[src/rtl/rca_seq_ctrl.sv]
// rca_seq_ctrl: word-serial multi-precision add sequencer around an external
// combinational ripple-carry adder. Operands arrive LS word first; the carry
// is held between words and each sum word leaves through a one-entry
// registered valid/ready output stage.
// Optional feature: define RCA_SEQ_SUB_EN to honour in_sub (A - B as A + ~B + 1).
module rca_seq_ctrl #(
  parameter int N         = 4,
  parameter int MAX_WORDS = 8,
  parameter int CNT_W     = 3
) (
  input  logic             clk,
  input  logic             rst_n,
  input  logic             in_valid,
  output logic             in_ready,
  input  logic [N-1:0]     in_a,
  input  logic [N-1:0]     in_b,
  input  logic             in_last,
  input  logic             in_ci,
  input  logic             in_sub,
  output logic [N-1:0]     rca_a,
  output logic [N-1:0]     rca_b,
  output logic             rca_ci,
  input  logic [N-1:0]     rca_s,
  input  logic             rca_co,
  output logic             out_valid,
  input  logic             out_ready,
  output logic [N-1:0]     out_s,
  output logic [CNT_W-1:0] out_idx,
  output logic             out_last,
  output logic             out_co,
  output logic             out_err
);

  typedef enum logic {
    IDLE = 1'b0,
    RUN  = 1'b1
  } st_e;

  localparam logic [CNT_W-1:0] IDX_MAX = CNT_W'(MAX_WORDS - 1);
  localparam logic [CNT_W-1:0] IDX_ONE = CNT_W'(1);

  st_e              st_q, st_d;
  logic             carry_q, carry_d;
  logic [CNT_W-1:0] idx_q, idx_d;
  logic             out_valid_q, out_valid_d;
  logic [N-1:0]     out_s_q, out_s_d;
  logic [CNT_W-1:0] out_idx_q, out_idx_d;
  logic             out_last_q, out_last_d;
  logic             out_co_q, out_co_d;
  logic             out_err_q, out_err_d;

  logic             acc;
  logic             first;
  logic [CNT_W-1:0] idx;
  logic             force_end;
  logic             is_last;
  logic             sub_eff;

`ifdef RCA_SEQ_SUB_EN
  logic             sub_q, sub_d;

  // Subtract mode comes from the port on the first word, from the latch after
  always_comb begin
    sub_eff = first ? in_sub : sub_q;
  end
`else
  logic             unused_sub;

  // Subtraction not built: in_sub is deliberately left unconnected
  always_comb begin
    sub_eff    = 1'b0;
    unused_sub = in_sub;
  end
`endif

  // Word position within the current operation and termination decision
  always_comb begin
    first     = (st_q == IDLE);
    idx       = first ? '0 : idx_q;
    force_end = !in_last && (idx == IDX_MAX);
    is_last   = in_last || force_end;
    acc       = in_valid && in_ready;
  end

  // State register
  always_ff @(posedge clk or negedge rst_n) begin
    if (!rst_n) st_q <= IDLE;
    else        st_q <= st_d;
  end

  // Next state: any accepted last word returns to IDLE, any other enters RUN
  always_comb begin
    st_d = st_q;
    if (acc) st_d = is_last ? IDLE : RUN;
  end

  // Output/handshake and adder drive
  always_comb begin
    in_ready = !out_valid_q || out_ready;
    rca_a    = in_a;
    rca_b    = in_b ^ {N{sub_eff}};
    rca_ci   = first ? (in_ci | sub_eff) : carry_q;
  end

  // Datapath next values: a new word overwrites the skid, otherwise drain clears flags
  always_comb begin
    carry_d     = carry_q;
    idx_d       = idx_q;
    out_valid_d = out_valid_q;
    out_s_d     = out_s_q;
    out_idx_d   = out_idx_q;
    out_last_d  = out_last_q;
    out_co_d    = out_co_q;
    out_err_d   = out_err_q;
`ifdef RCA_SEQ_SUB_EN
    sub_d       = sub_q;
`endif
    if (acc) begin
      out_s_d     = rca_s;
      out_idx_d   = idx;
      carry_d     = rca_co;
      out_valid_d = 1'b1;
      out_last_d  = is_last;
      out_co_d    = is_last ? rca_co : 1'b0;
      out_err_d   = force_end;
      if (is_last) begin
        idx_d = '0;
      end else begin
        idx_d = idx + IDX_ONE;
`ifdef RCA_SEQ_SUB_EN
        if (first) sub_d = in_sub;
`endif
      end
    end else if (out_ready && out_valid_q) begin
      out_valid_d = 1'b0;
      out_last_d  = 1'b0;
      out_co_d    = 1'b0;
      out_err_d   = 1'b0;
    end
  end

  // Datapath registers
  always_ff @(posedge clk or negedge rst_n) begin
    if (!rst_n) begin
      carry_q     <= 1'b0;
      idx_q       <= '0;
      out_valid_q <= 1'b0;
      out_s_q     <= '0;
      out_idx_q   <= '0;
      out_last_q  <= 1'b0;
      out_co_q    <= 1'b0;
      out_err_q   <= 1'b0;
`ifdef RCA_SEQ_SUB_EN
      sub_q       <= 1'b0;
`endif
    end else begin
      carry_q     <= carry_d;
      idx_q       <= idx_d;
      out_valid_q <= out_valid_d;
      out_s_q     <= out_s_d;
      out_idx_q   <= out_idx_d;
      out_last_q  <= out_last_d;
      out_co_q    <= out_co_d;
      out_err_q   <= out_err_d;
`ifdef RCA_SEQ_SUB_EN
      sub_q       <= sub_d;
`endif
    end
  end

  assign out_valid = out_valid_q;
  assign out_s     = out_s_q;
  assign out_idx   = out_idx_q;
  assign out_last  = out_last_q;
  assign out_co    = out_co_q;
  assign out_err   = out_err_q;

endmodule
[config.mk]
export PLATFORM = sky130hd
export DESIGN_NAME = rca_seq_ctrl
export DESIGN_NICKNAME = d
export VERILOG_FILES = /design/src/rtl/rca_seq_ctrl.sv
export SDC_FILE = /design/constraint.sdc
export NUM_CORES = 1
export LEC_CHECK = 0
export BUFFER_PORTS_ARGS = -buffer_cell sky130_fd_sc_hd__buf_2
export CAP_MARGIN = 20
export CORE_UTILIZATION = 47
export CTS_CLUSTER_SIZE = 8
export DETAILED_ROUTE_END_ITERATION = 7
export GPL_ROUTABILITY_DRIVEN = 0
export GPL_TIMING_DRIVEN = 0
export PLACE_DENSITY = 0.81
export RECOVER_POWER = 100
export REMOVE_ABC_BUFFERS = 1
export SLEW_MARGIN = 20
export SYNTH_ARGS = -nofsm -noshare
export SYNTH_HDL_FRONTEND = slang
export SYNTH_SLANG_ARGS = --single-unit
[constraint.sdc]
create_clock -name clk -period 4.7 [get_ports clk]
set_input_delay 0.47 -clock clk [delete_from_list [all_inputs] [get_ports clk]]
set_output_delay 0.47 -clock clk [all_outputs]
set_load 0.02 [all_outputs]
==> results.py, run 1 <==
metrics = {
    "outcome": {
        "outcome": "completed",
    },
    "clocking": {
        "postCtsHoldBufs": 0,
        "cts_tree": "yes",
        "cts-root-buf": "clkbuf_4",
        "h-tree-depth": 1,
        "post_cts_resized": 0,
        "clkTransAtPathRegs_ns": 0.09,
        "post-cts-setup-buffers": 0,
        "cts_buffers": 3,
        "clockBufferDepth": 2,
        "clk_latency_ns": 0.28,
        "cts.sinks": 16,
    },
    "logic_synthesis": {
        "yosysSeqAreaShare": 0.478,
        "synth_area_leaders": "dfrtp_1 48%, mux2_4 13%, buf_4 7.2%",
        "ys_seq_elements": 16,
        "syn-cell-area_um2": 838,
        "post_synth.cell_area_avg_um2": 13.1,
        "synth_flop_cell": "dfrtp_1",
        "synth_edf_count": 0,
        "synth.top_cell.area_share": 0.478,
        "yosysWarningCount": 0,
        "post_synth_num_cell_types": 25,
        "async_flop_share": 1.00,
        "yosysTopAreaCell": "dfrtp_1",
        "syn_inst": 64,
    },
    "drt": {
        "vias": 550,
        "firstDrtPassIters": 6,
        "wl_per_cell_um": 15.8,
        "postRouteAntennaNets": 0,
        "via_per_inst": 5.67,
        "wl_um": 1540,
        "drtIter0Drc": 10,
        "post-route-drc-count": 0,
    },
    "floorplan": {
        "dieHeight_um": 44.2,
        "die_x_um": 44.2,
        "io_pins": 41,
        "die_area_um2": 1960,
        "rows": 14,
        "core_um2": 1580,
        "start_util": 0.532,
    },
    "final_layout": {
        "nets": 104,
        "fin_cells": 97,
        "layout-drive-gt1-share": 0.247,
        "diodes": 0,
        "area_growth_pct": 4.03,
    },
    "global_route": {
        "antenna_found_initial": 0,
        "grt_overflow": 0,
        "grt_pass1_vias": 558,
        "grt_pass1_wl_um": 2490,
        "grt_max_degree": 17,
        "grt_util_all_layers": 0.181,
    },
    "placed_design": {
        "dp_cells": 93,
        "io_buffers": 23,
        "dp_hpwl_um": 1070,
    },
    "sta": {
        "hold_viol_final": 0,
        "slew_viol_final": 0,
        "tns_ns": 0,
        "worst_pin_slew_ns": 0.834,
        "fin_worst_skew_ns": 0.00380,
        "clock.fmax_mhz": 559,
        "finalCritPeriodShare": 0.381,
        "rsz0062_at_grt": "no",
        "final-setup-viol-count": 0,
        "timing.final.crit_period_ns": 1.79,
        "hold_ws_ns": 0.257,
        "relSlewSlack": 0.444,
    },
    "setup_path": {
        "path_cells": "and2_0, ha_1, ha_1, or2_2, a31oi_1, o21ai_0",
        "crit-reg2reg-launch": "st_q",
        "crit_path_frequent_cell": "ha_1",
        "crit_fanout": 5,
        "slowest_delay_ns": 0.43,
        "critPathLaunchType": "register",
        "r2r_end": "out_last",
        "critPathSlowestCell": "dfrtp_1",
        "endpoint_kind": "register",
        "worstPathRequired_ns": 4.86,
        "arrival_ns": 1.95,
        "crit_type": "register to register",
        "ff2ff_path_depth": 6,
        "r2r_setup_slack_ns": 2.91,
    },
    "flow_run": {
        "maxCapViolations": 0,
    },
    "power_and_ir_drop": {
        "p_total_mw": 0.318,
        "power.density_nw_per_um2": 364,
        "irDropWorstVdd_v": 0.000194,
        "p_leak_nw": 0.434,
    },
    "hold_path": {
        "min_path_type": "input pin to async pin",
    },
}
[per-stage QoR]
stage / util / cell area (um2) / worst slack, ns
final: 0.553 / 872 / 2.91
after global placement: 0.565 / 891 / 3.00
after floorplan: - / 756 / 3.10
after global routing: 0.553 / 872 / 2.82
after CTS: 0.588 / 927 / 2.92
after detailed placement: 0.565 / 891 / 2.94
[sequential cells by signal, indices dropped and copies added (netlist names)]
| signal | cells |
|---|---|
| out_valid | 1 |
| st_q | 1 |
| out_s | 4 |
| out_err | 1 |
| out_idx | 3 |
| carry_q | 1 |
| idx_q | 3 |
| out_last | 1 |
| out_co | 1 |
[metal layers]
layer,vias to the layer above,track usage,part of all wire
met5,-,0,0
met4,0,0.0909,0.0098
met3,2,0.0939,0.076
met2,25,0.265,0.46
met1,272,0.217,0.46
li1,251,-,-
[synthesized netlist by cell type (2+ instances only)]
master / number
dfrtp_1: 16
buf_4: 8
mux2_4: 7
mux2_2: 4
and2_1: 3
a21o_1: 2
and4_1: 2
buf_6: 2
ha_1: 2
nor2_1: 2
o21ai_0: 2
[where the power goes]
| group | total, mW | switching, mW | internal (mW) |
|---|---|---|---|
| combinational | 0.0656 | 0.0394 | 0.0261 |
| sequential | 0.164 | 0.00978 | 0.154 |
| clock | 0.0884 | 0.0413 | 0.0471 |
| total | 0.318 | 0.0905 | 0.227 |
[cell usage in the layout, fill, tap and decap left out]
cell | synthesis | layout
a31oi_1 | 1 | 1
o21ai_0 | 2 | 2
nand4_1 | 1 | 1
and2_0 | 0 | 1
o22a_1 | 1 | 1
and2_1 | 3 | 2
and4_1 | 2 | 2
nand2_1 | 1 | 2
a21o_1 | 2 | 2
or2b_1 | 1 | 1
mux2i_1 | 1 | 1
o2bb2ai_1 | 1 | 1
dfrtp_1 | 16 | 16
and3b_2 | 1 | 1
clkbuf_4 | 0 | 3
mux2_2 | 4 | 4
mux2_4 | 7 | 1
nand2b_1 | 1 | 2
inv_1 | 1 | 1
ha_1 | 2 | 2
nor2_1 | 2 | 2
o221ai_1 | 1 | 1
mux2_1 | 0 | 6
clkbuf_1 | 0 | 14
or2_2 | 1 | 1
buf_2 | 0 | 9
clkbuf_8 | 0 | 1
[worst max path at each step]
stage | slack (ns) | cells past startpoint | endpoint | from
2_1_floorplan | 3.10 | 6 | out_last | st_q
3_3_place_gp | 3.00 | 6 | out_last | st_q
3_5_place_dp | 2.94 | 6 | out_last | st_q
4_1_cts | 2.92 | 6 | out_last | st_q
5_1_grt | 2.82 | 6 | out_last | st_q
6_report | 2.91 | 6 | out_last | st_q
[kinds of logic after synthesis]
logic type,Yosys count,share of synthesized area
AND/OR/NAND/NOR,15,0.130
buffers and inverters,11,0.103
AO/OA/AOI/OAI,8,0.0687
adder cells (fa/ha/maj),2,0.0298
multiplexers,12,0.191
flip-flops,16,0.478
[area by class of cell]
| class | instances | area, um2 |
|---|---|---|
| Inverter | 1 | 3.75 |
| Multi-Input combinational cell | 37 | 314 |
| Clock buffer | 4 | 36.3 |
| Timing Repair Buffer | 23 | 97.6 |
| Fill cell | 146 | 704 |
| Sequential cell | 16 | 400 |
| Tap cell | 16 | 20.0 |
[critical path, delay by kind of cell, from the launching register on]
family	cells	cell delay [ns]
AOI/OAI and AO/OA	2	0.30
and+or+nand+nor	2	0.54
adders and majority gates	2	0.40
DFF	1	0.43
No activity file was read; power rests on OpenSTA's default activity.
==> run 2: changes to the inputs <==
- CORE_ASPECT_RATIO: unset -> 0.7
- CORE_UTILIZATION: 47 -> 40
- PLACE_DENSITY: 0.81 -> 0.74
- clock period: 4.7 -> 1.45 ns (I/O delays scaled with it)
==> results.py, run 2 (same netlist as run 1, synthesis figures left out) <==
metrics = {
    "outcome": {
        "outcome": "finished with violations",
        "violations": "design-rule violations, negative setup slack",
    },
    "drt": {
        "vias": 545,
        "wl_um": 1640,
        "via_per_inst": 5.19,
        "drtIter0Drc": 14,
        "postRouteAntennaNets": 0,
        "wl_per_cell_um": 15.6,
        "firstDrtPassIters": 5,
        "post-route-drc-count": 4,
    },
    "setup_path": {
        "worstPathRequired_ns": 1.62,
        "crit_type": "register to register",
        "endpoint_kind": "register",
        "crit_fanout": 4,
        "slowest_delay_ns": 0.42,
        "path_cells": "and2_4, ha_4, ha_4, or2_4, mux2i_1, o21ai_1",
        "crit_path_frequent_cell": "ha_4",
        "arrival_ns": 1.68,
        "critPathLaunchType": "register",
        "critPathSlowestCell": "dfrtp_1",
    },
    "sta": {
        "hold_viol_final": 0,
        "timing.final.ws_setup_ns": -0.0662,
        "tns_ns": -0.160,
        "rsz0062_at_grt": "yes",
        "clock.fmax_mhz": 660,
        "relSlewSlack": 0.430,
        "fin_worst_skew_ns": 0.00120,
        "worst_pin_slew_ns": 0.855,
        "slew_viol_final": 0,
        "final-setup-viol-count": 4,
        "hold_ws_ns": 0.0909,
        "timing.final.crit_period_ns": 1.52,
        "finalCritPeriodShare": 1.05,
    },
    "floorplan": {
        "start_util": 0.437,
        "core_um2": 1920,
        "die_area_um2": 2290,
        "io_pins": 41,
        "rows": 13,
        "dieHeight_um": 40.3,
        "die_x_um": 56.7,
    },
    "hold_path": {
        "min_path_type": "input pin to register",
    },
    "clocking": {
        "cts.sinks": 16,
        "clk_latency_ns": 0.28,
        "h-tree-depth": 1,
        "cts-root-buf": "clkbuf_4",
        "clkTransAtPathRegs_ns": 0.08,
        "cts_tree": "yes",
        "clockBufferDepth": 2,
        "cts_buffers": 3,
    },
    "final_layout": {
        "final_util": 0.529,
        "layout-drive-gt1-share": 0.590,
        "nets": 107,
        "largest_register_ffs": 4,
        "area_growth_pct": 21.0,
        "final_common_cell": "buf_2",
        "fill_cells": 175,
        "mostFrequentLayoutCells": "21 x buf_2, 16 x dfrtp_1, 8 x mux2_4",
        "diodes": 0,
    },
    "placed_design": {
        "dp_hpwl_um": 1150,
        "io_buffers": 23,
    },
    "global_route": {
        "antenna_found_initial": 0,
        "grt_pass1_wl_um": 2500,
        "grt_util_all_layers": 0.155,
        "grt_pass1_vias": 526,
        "grt_overflow": 0,
        "grt_max_degree": 17,
    },
    "power_and_ir_drop": {
        "irDropWorstVdd_v": 0.000428,
        "p_leak_nw": 0.525,
        "power.density_nw_per_um2": 1050,
    },
    "flow_run": {
        "maxCapViolations": 0,
    },
}
## run 2: through the flow
step           area, um2  worst slack, ns  power [mW]  std cells
2_1_floorplan        756           -0.149       0.699         54
3_3_place_gp         898           -0.265       0.780         99
3_5_place_dp         898           -0.336       0.795         99
4_1_cts              998          -0.0851        1.07        105
5_1_grt             1010           -0.144        1.12        105
6_report            1010          -0.0662        1.06        105
## run 2: final timing paths
path	start	end	slack, ns	cells after the start
min in group asynchronous	rst_n	out_s[1]	0.49	2
max in group asynchronous	rst_n	out_valid	0.44	2
hold reg to reg	idx_q[1]	idx_q[1]	0.49	1
hold / removal	rca_s[1]	out_s[1]	0.09	2
setup / recovery	st_q	out_last	-0.07	6
setup reg to reg	st_q	out_last	-0.07	6
## run 2: area by class of cell
class / count / area [um2] / share of cell area
timing repair buffer: 26 / 153 / 0.150
sequential: 16 / 400 / 0.395
tap: 22 / 27.5 / 0.0271
clock buffer: 3 / 22.5 / 0.0222
multi-input combinational: 37 / 408 / 0.402
inverter: 1 / 3.75 / 0.00370
## run 2: what timing repair did
item	4_1_cts	5_1_grt
pin swaps	5	2
hold endpoints to repair	16	0
hold buffers	1	0
gates resized for setup	14	2
buffers inserted	2	0
endpoints found under the setup margin	6	6
## run 2: critical path, delay by kind of cell (launching register included)
family / cells / cell delay, ns
adders and majority gates: 2 / 0.32
AOI/OAI and AO/OA: 1 / 0.09
and+or+nand+nor: 2 / 0.43
muxes: 1 / 0.13
DFF: 1 / 0.42
## run 2: layer usage
layer  up-vias  global-route usage  share of wire
li1        260                   -              -
met1       257               0.181           0.44
met2        28               0.262           0.48
met3         0              0.0806          0.079
met4         0              0.0375              0
met5         -                   0              0
## run 2: power by group
part	leakage, nW	internal [mW]	switching [mW]	total, mW
sequential	0.201	0.499	0.0341	0.533
combinational	0.310	0.155	0.149	0.304
clock	0.0138	0.0964	0.128	0.224
==> run 3: changes to the inputs <==
==> constraint.sdc (replaced) <==
create_clock -name clk -period 1.45 [get_ports clk]
set_input_delay 0.2175 -clock clk [delete_from_list [all_inputs] [get_ports clk]]
set_output_delay 0.2175 -clock clk [all_outputs]
set_load 0.02 [all_outputs]
==> results.py, run 3 (same netlist as run 1, synthesis figures left out) <==
metrics = {
    "drt": {
        "wl_um": 1620,
        "postRouteAntennaNets": 0,
        "vias": 556,
        "wl_per_cell_um": 15.5,
        "firstDrtPassIters": 5,
        "post-route-drc-count": 4,
        "drtIter0Drc": 18,
        "via_per_inst": 5.30,
    },
    "clocking": {
        "cts_buffers": 3,
        "h-tree-depth": 1,
        "cts_tree": "yes",
        "clk_latency_ns": 0.28,
        "clkTransAtPathRegs_ns": 0.08,
        "clockBufferDepth": 2,
        "cts-root-buf": "clkbuf_4",
        "cts.sinks": 16,
    },
    "floorplan": {
        "start_util": 0.437,
        "io_pins": 41,
        "die_area_um2": 2290,
        "dieHeight_um": 40.3,
        "core_um2": 1920,
        "die_x_um": 56.7,
        "rows": 13,
    },
    "sta": {
        "fin_worst_skew_ns": 0.00146,
        "timing.final.crit_period_ns": 1.58,
        "worst_pin_slew_ns": 0.849,
        "slew_viol_final": 0,
        "rsz0062_at_grt": "yes",
        "hold_viol_final": 0,
        "timing.final.ws_setup_ns": -0.128,
        "tns_ns": -0.263,
        "clock.fmax_mhz": 634,
        "relSlewSlack": 0.434,
        "final-setup-viol-count": 4,
        "finalCritPeriodShare": 1.09,
    },
    "final_layout": {
        "area_growth_pct": 15.8,
        "layout-drive-gt1-share": 0.373,
        "mostFrequentLayoutCells": "16 x dfrtp_1, 12 x clkbuf_1, 10 x buf_2",
        "final_util": 0.506,
        "diodes": 0,
        "nets": 107,
        "largest_register_ffs": 4,
        "final_common_cell": "dfrtp_1",
        "fin_cells": 105,
    },
    "outcome": {
        "outcome": "finished with violations",
        "violations": "design-rule violations, negative setup slack",
    },
    "setup_path": {
        "crit-reg2reg-launch": "st_q",
        "ff2ff_path_depth": 6,
        "crit_fanout": 3,
        "crit_path_frequent_cell": "buf_6",
        "crit_type": "register to primary output",
        "critPathSlowestCell": "dfrtp_1",
        "path_cells": "buf_6, buf_6, mux2_4, buf_6",
        "critPathLaunchType": "register",
        "arrival_ns": 1.36,
        "slowest_delay_ns": 0.42,
        "endpoint_kind": "primary output",
        "critPathLaunch": "st_q",
        "worstPathRequired_ns": 1.23,
    },
    "placed_design": {
        "io_buffers": 23,
        "dp_hpwl_um": 1150,
        "dp_cells": 99,
    },
    "global_route": {
        "grt_overflow": 0,
        "busiest_layer": "met2",
        "antenna_found_initial": 0,
        "met3_usage": 0.0806,
        "grt_pass1_vias": 527,
        "use_met1": 0.181,
        "grt_pass1_wl_um": 2500,
        "grt_max_degree": 17,
        "gr-usage-met2": 0.262,
        "grt_util_all_layers": 0.155,
    },
    "hold_path": {
        "min_path_cells": 2,
        "min-delay-start": "rca_s[1]",
        "min_path_type": "input pin to register",
    },
    "flow_run": {
        "maxCapViolations": 0,
    },
    "power_and_ir_drop": {
        "irDropWorstVdd_v": 0.000426,
        "power.density_nw_per_um2": 1060,
        "p_total_mw": 1.03,
        "p_leak_nw": 0.455,
    },
}
run 3: cell types whose count changed in the layout (fill, tap and decap cells not counted):
cell,previous run,this run
nand2b_4,1,0
mux2_1,0,6
and2_4,3,2
nor2_1,1,0
clkbuf_1,1,12
nand2_2,0,1
buf_2,21,10
nand2_4,1,0
and2_1,0,1
nor2_4,0,1
nand2b_1,1,2
mux2_4,8,2
run 3: worst paths after layout:
kind                                 end  slack (ns)
worst min register to register  idx_q[2]        0.50
min in group asynchronous       out_s[1]        0.56
worst min-delay path            out_s[1]        0.15
worst max register to register  out_last       -0.06
worst max-delay path              rca_ci       -0.13
max in group asynchronous        carry_q        0.37
run 3: area by class of cell:
class | count | area, um2
multi-input combinational | 37 | 378
clock buffer | 3 | 22.5
inverter | 1 | 3.75
sequential | 16 | 400
timing repair buffer | 26 | 139
fill | 188 | 948
tap | 22 | 27.5
run 3: timing repair:
| item | 4_1_cts | 5_1_grt |
|---|---|---|
| hold endpoints to repair | 16 | 0 |
| gates resized for setup | 14 | 3 |
| buffers inserted | 2 | 0 |
| hold buffers | 1 | 0 |
| endpoints found under the setup margin | 7 | 6 |
| pin swaps | 3 | 1 |
run 3: layer usage:
layer,wire length [um],share of wire
met1,718,0.44
met2,787,0.48
met3,117,0.072
met4,0,0
met5,0,0
run 3: metrics by stage:
step           hold slack (ns)  cell area [um2]  worst slack, ns
2_1_floorplan          -0.0781              756           -0.149
6_report                 0.150              971           -0.128
4_1_cts                  0.155              998           -0.157
3_5_place_dp             0.150              898           -0.336
5_1_grt                  0.136              971           -0.187
3_3_place_gp             0.142              898           -0.265
run 3: power by group:
part	total, mW	internal (mW)	switching, mW	leakage (nW)
clock	0.222	0.0963	0.125	0.0138
combinational	0.273	0.126	0.147	0.240
sequential	0.532	0.499	0.0335	0.201
run 3: critical path: cells and delay by family, from the launching register on:
kind / cells / cell delay, ns
buffers and inverters: 3 / 0.37
DFF: 1 / 0.42
muxes: 1 / 0.29
